--- config.mk ---
export PLATFORM = sky130hd
export DESIGN_NAME = pipeline_control
export DESIGN_NICKNAME = d
export VERILOG_FILES = /design/src/rtl/pipeline_control_pkg.sv /design/src/rtl/pipeline_control_sat_counter.sv /design/src/rtl/pipeline_control.sv
export SDC_FILE = /design/constraint.sdc
export NUM_CORES = 1
export LEC_CHECK = 0
export BUFFER_PORTS_ARGS = -buffer_cell sky130_fd_sc_hd__buf_2
export CAP_MARGIN = 20
export CORE_MARGIN = 5
export CORE_UTILIZATION = 54
export DETAILED_ROUTE_END_ITERATION = 7
export MAX_ROUTING_LAYER = met4
export PLACE_DENSITY = 0.89
export SLEW_MARGIN = 10
export SYNTH_ARGS = -nofsm -noshare
export SYNTH_HDL_FRONTEND = slang
export SYNTH_SLANG_ARGS = --single-unit
--- constraint.sdc ---
create_clock -name clock -period 4.08 [get_ports clock]
set_input_delay 0.612 -clock clock [delete_from_list [all_inputs] [get_ports clock]]
set_output_delay 0.612 -clock clock [all_outputs]
set_load 0.01 [all_outputs]
--- src/rtl/pipeline_control_pkg.sv ---
// Shared constants and types for the pipeline stall/flush controller.
// Stall vector bit order: 0 PC, 1 IF, 2 ID, 3 EX, 4 MEM, 5 WB.
package pipeline_control_pkg;

  localparam logic STALL_ENABLE  = 1'b1;
  localparam logic STALL_DISABLE = 1'b0;

  localparam int STALL_W = 6;

  localparam logic [STALL_W-1:0] STALL_NONE     = 6'b000000;
  localparam logic [STALL_W-1:0] STALL_FROM_IF  = 6'b000011;
  localparam logic [STALL_W-1:0] STALL_FROM_ID  = 6'b000111;
  localparam logic [STALL_W-1:0] STALL_FROM_EX  = 6'b001111;
  localparam logic [STALL_W-1:0] STALL_FROM_MEM = 6'b011111;

  typedef enum logic {
    PCTRL_RUN   = 1'b0,
    PCTRL_FLUSH = 1'b1
  } pctrl_state_e;

  typedef struct packed {
    logic mem;
    logic ex;
    logic id;
    logic fetch;
  } stall_req_t;

  // The furthest-downstream requester freezes itself and everything upstream;
  // the stage just after it keeps running and so receives a bubble.
  function automatic logic [STALL_W-1:0] stall_select(input stall_req_t req);
    if (req.mem == STALL_ENABLE)        return STALL_FROM_MEM;
    else if (req.ex == STALL_ENABLE)    return STALL_FROM_EX;
    else if (req.id == STALL_ENABLE)    return STALL_FROM_ID;
    else if (req.fetch == STALL_ENABLE) return STALL_FROM_IF;
    else                                return STALL_NONE;
  endfunction

endpackage

--- src/rtl/pipeline_control_sat_counter.sv ---
// Up-counter that sticks at all-ones; synchronous clear has priority over increment.
module sat_counter #(
  parameter int WIDTH = 8
) (
  input  logic             clock,
  input  logic             reset,
  input  logic             inc,
  input  logic             clr,
  output logic [WIDTH-1:0] value
);

  // NOTE: sequential state is written only with non-blocking assignments so
  // every flop samples the pre-edge values of its neighbours.
  always_ff @(posedge clock or negedge reset) begin
    if (!reset) begin
      value <= '0;
    end else if (clr) begin
      value <= '0;
    end else if (inc && (value != '1)) begin
      value <= value + WIDTH'(1);
    end
  end

endmodule

--- src/rtl/pipeline_control.sv ---
// Central stall/flush controller: arbitrates stage stall requests, sequences
// single-cycle flushes with a redirect PC, and tracks stall statistics.
module pipeline_control
  import pipeline_control_pkg::*;
#(
  parameter int TIMEOUT_CYCLES = 255,
  parameter int RUN_WIDTH      = 8,
  parameter int COUNT_WIDTH    = 32
) (
  input  logic                   clock,
  input  logic                   reset,
  input  logic                   stall_request_if,
  input  logic                   stall_request_id,
  input  logic                   stall_request_ex,
  input  logic                   stall_request_mem,
  input  logic                   flush_request,
  input  logic [31:0]            flush_target_pc,
  output logic [STALL_W-1:0]     stall,
  output logic                   flush,
  output logic [31:0]            new_pc,
  output logic                   timeout,
  output logic [COUNT_WIDTH-1:0] stall_cycle_count
);

  localparam logic [RUN_WIDTH-1:0] RUN_MAX = RUN_WIDTH'(TIMEOUT_CYCLES);

  pctrl_state_e         state;
  stall_req_t           req;
  logic                 stalled;
  logic                 run_hit;
  logic [RUN_WIDTH-1:0] run_count;

  assign req = '{mem:   stall_request_mem,
                 ex:    stall_request_ex,
                 id:    stall_request_id,
                 fetch: stall_request_if};

  // NOTE: every signal driven in always_comb gets a default first, so no path
  // leaves it unassigned and no latch is inferred.
  always_comb begin
    stall = STALL_NONE;
    if (reset && (state == PCTRL_RUN)) begin
      stall = stall_select(req);
    end
  end

  assign stalled = |stall;

  // The run counter lands on RUN_MAX at this edge.
  assign run_hit = stalled && (run_count >= (RUN_MAX - RUN_WIDTH'(1)));

  // A flush cycle forces stall to zero, so clearing on !stalled also covers FLUSH.
  sat_counter #(.WIDTH(RUN_WIDTH)) u_run_counter (
    .clock (clock),
    .reset (reset),
    .inc   (stalled && (run_count != RUN_MAX)),
    .clr   (!stalled),
    .value (run_count)
  );

  sat_counter #(.WIDTH(COUNT_WIDTH)) u_total_counter (
    .clock (clock),
    .reset (reset),
    .inc   (stalled),
    .clr   (1'b0),
    .value (stall_cycle_count)
  );

  // A sampled flush_request always lands in FLUSH, whether coming from RUN or
  // re-arming an ongoing flush, and always recaptures the redirect target.
  always_ff @(posedge clock or negedge reset) begin
    if (!reset) begin
      state   <= PCTRL_RUN;
      flush   <= 1'b0;
      new_pc  <= '0;
      timeout <= 1'b0;
    end else begin
      if (flush_request) begin
        state  <= PCTRL_FLUSH;
        flush  <= 1'b1;
        new_pc <= flush_target_pc;
      end else begin
        state <= PCTRL_RUN;
        flush <= 1'b0;
      end

      if (flush_request) begin
        timeout <= 1'b0;
      end else if (run_hit) begin
        timeout <= 1'b1;
      end
    end
  end

endmodule

==> out/results.ini <==
[run_status]
status = finished, final reports clean

[floorplan]
die_h_um = 89.43
die_width_um = 89.43
design.core.area_mm2 = 0.006241
die_area_mm2 = 0.007998
ios = 111
start_util_pct = 54.59
num_rows = 29

[synth]
synth_warnings = 0
syn-mean-instance-area_um2 = 12.00
synth.yosys.seq_area_share_pct = 54.35
synth_area_leaders = dfrtp_1 (54%), mux2_2 (11%), xor2_1 (5.1%), xnor2_1 (3.3%), nor2_1 (2.8%)
netlist_area_mm2 = 0.003407
syn_nets = 326
ys_ff_latch = 74
synth_ff_type = dfrtp_1
syn_inst = 284
synthArstFlopShare_pct = 100.0
synth_largest_area_cell = dfrtp_1
synth_top_cell_area_share_pct = 54.35
synth_edf_count = 0
ys_types = 41

[clock_network]
cts_made_buffers = 9
path_clk_slew_ns = 0.07
root_buffer = clkbuf_8
cts.htree.levels = 3
hold_buffers = 0
cts_resized = 0
clock_latency_ns = 0.34
postCtsSetupBuffers = 0
cts.path.max_buffers = 2
cts_tree = done
clock_sinks = 74

[layout]
regArea_mm2 = 0.001852
area.growth.synth_to_final_pct = 23.47
fillers = 491
final_nets = 439
antenna_cells = 0
drive_gt1_share_pct = 43.78
multi_input_area_mm2 = 0.001489

[critical_path]
reg2reg_from = u_total_counter.value[24]
crit_type = in2out
r2r_end = u_total_counter.value[17]
startpoint_type = input port
reg2reg_depth = 5
r2r_setup_slack_ns = 2.08
crit_required_ns = 3.47
critPathArrivalTime_ns = 1.75
critPathCaptureType = output pin
crit_path_start = stall_request_if
cp_max_fo = 10

[timing]
period_minus_slack_ns = 2.364
skew_ns = 0.007172
max_freq_ghz = 0.4231
setup_viol = 0
fin_ws_ns = 1.716
drv_slew = 0
hold_viol = 0
rsz0062_at_grt = no
max-slew-margin-rel_pct = 53.42
post-route-period-util_pct = 57.93
finalSetupTns_ns = 0
tightest_slew_ns = 0.6987

[place]
dpl_worst_slack_ns = 1.612
routabilityCongestion = 0.8540
io_buffers = 109
dp_hpwl_mm = 5.858

[global_route]
grt_usage_pct = 21.85
grt_pass1_wl_mm = 12.88
gr-total-overflow = 0
grt_pass1_vias = 2637
antenna_found_initial = 0
grt_max_degree = 42

[pwr]
p_int_mw = 1.189
powerDensity_mw_per_mm2 = 390.8
netSwitchingPower_uw = 454.5
combPwrFrac_pct = 14.8
swShare_pct = 27.64
ir_drop_uv = 285.1
clkPwrFrac_pct = 33.5
p_leak_nw = 2.062
power.share.sequential_pct = 51.7

[routing]
wire_per_inst_um = 16.21
drc = 0
first_pass_iters = 4
drt_iter0_markers = 156
vias = 2586
via_per_inst = 5.399
routed_wl_mm = 7.763
ant_nets = 0

[min_path]
min_path_type = in2async

[flow_run]
maxCapViolations = 0

-- registers in the layout (all words and copies together), names as in the netlist --
register,cells
u_total_counter.value,32
timeout,1
u_run_counter.value,8
new_pc,32
state,1
-- through the flow --
step / cells / utilization [%] / instance area (um^2) / total power, mW / hold WS, ns
after floorplan: 284 / - / 3407 / 0.9794 / 0.3164
after global placement: 463 / 64.31 / 4014 / 1.097 / 0.4737
after detailed placement: 463 / 64.31 / 4014 / 1.108 / 0.4817
after CTS: 479 / 67.40 / 4207 / 1.663 / 0.2241
after global routing: 479 / 67.40 / 4207 / 1.730 / 0.2392
final: 479 / 67.40 / 4207 / 1.644 / 0.2178
-- synth_stat cells, drive strengths merged, types with 5 or more instances --
| master | count |
|---|---|
| dfrtp | 74 |
| mux2 | 33 |
| nor2 | 25 |
| xor2 | 20 |
| nand2 | 19 |
| nand3 | 18 |
| nor3 | 17 |
| xnor2 | 13 |
| nand4 | 12 |
| and4 | 6 |
| and2 | 5 |
| and3 | 5 |
| inv | 5 |
-- cell usage in the layout, fill, tap and decap left out, drive strengths merged, types with 2 or more instances in the layout --
cell	n
and2	5
buf	110
clkbuf	10
xor2	20
nand2	19
o21ai	2
nor4	2
inv	6
a31oi	3
clkinv	3
o211ai	2
nand4	12
ha	3
and3	5
nor2	25
dfrtp	74
a21oi	3
nor3	17
xnor2	13
nand3	18
and4	6
mux2	33
-- layout make-up --
class,instances,area share (%)
multi-input combinational,197,35.40
sequential,74,44.02
inverter,5,0.5057
clock inverter,6,1.547
timing repair buffer,110,13.21
clock buffer,10,3.034
tap,77,2.290
-- critical path: stages --
cell and delay (ns):
buf_2 0.10, or4_1 0.56, nand2_2 0.23, inv_4 0.10, buf_2 0.15
-- power by group through the flow --
| stage | clock network, mW | registers, mW | logic, mW |
|---|---|---|---|
| floorplan | 0 | 0.884 | 0.0955 |
| global placement | 0 | 0.859 | 0.238 |
| detailed placement | 0 | 0.862 | 0.246 |
| CTS | 0.566 | 0.850 | 0.247 |
| global route | 0.601 | 0.859 | 0.270 |
| finish | 0.551 | 0.850 | 0.243 |
-- worst max-delay path by stage --
| stage | end | slack, ns | cells after the start |
|---|---|---|---|
| 6_report | stall[0] | 1.72 | 5 |
| 5_1_grt | stall[1] | 1.62 | 5 |
| 4_1_cts | stall[1] | 1.72 | 5 |
| 3_5_place_dp | u_total_counter.value[19] | 1.61 | 6 |
| 3_3_place_gp | u_total_counter.value[19] | 1.71 | 6 |
| 2_1_floorplan | stall[1] | 1.89 | 4 |
-- metal layers --
layer | vias to the layer above | track usage [%] | wire length (um)
met4 | 0 | 8.931 | 156
met3 | 16 | 6.820 | 723
li1 | 1222 | - | -
met5 | - | - | 0
met1 | 1225 | 27.99 | 3285
met2 | 123 | 32.28 | 3598
-- kinds of logic after synthesis --
family,Yosys count,synth area share [%]
and+or+nand+nor,113,19.28
DFF,74,54.35
muxes,34,11.20
xor gates and xnor gates,33,8.483
AOI/OAI and AO/OA,13,3.525
buffers and inverters,13,1.946
adders and majority gates,3,1.102
other,1,0.1101
Power figures use the tool's default switching activity.
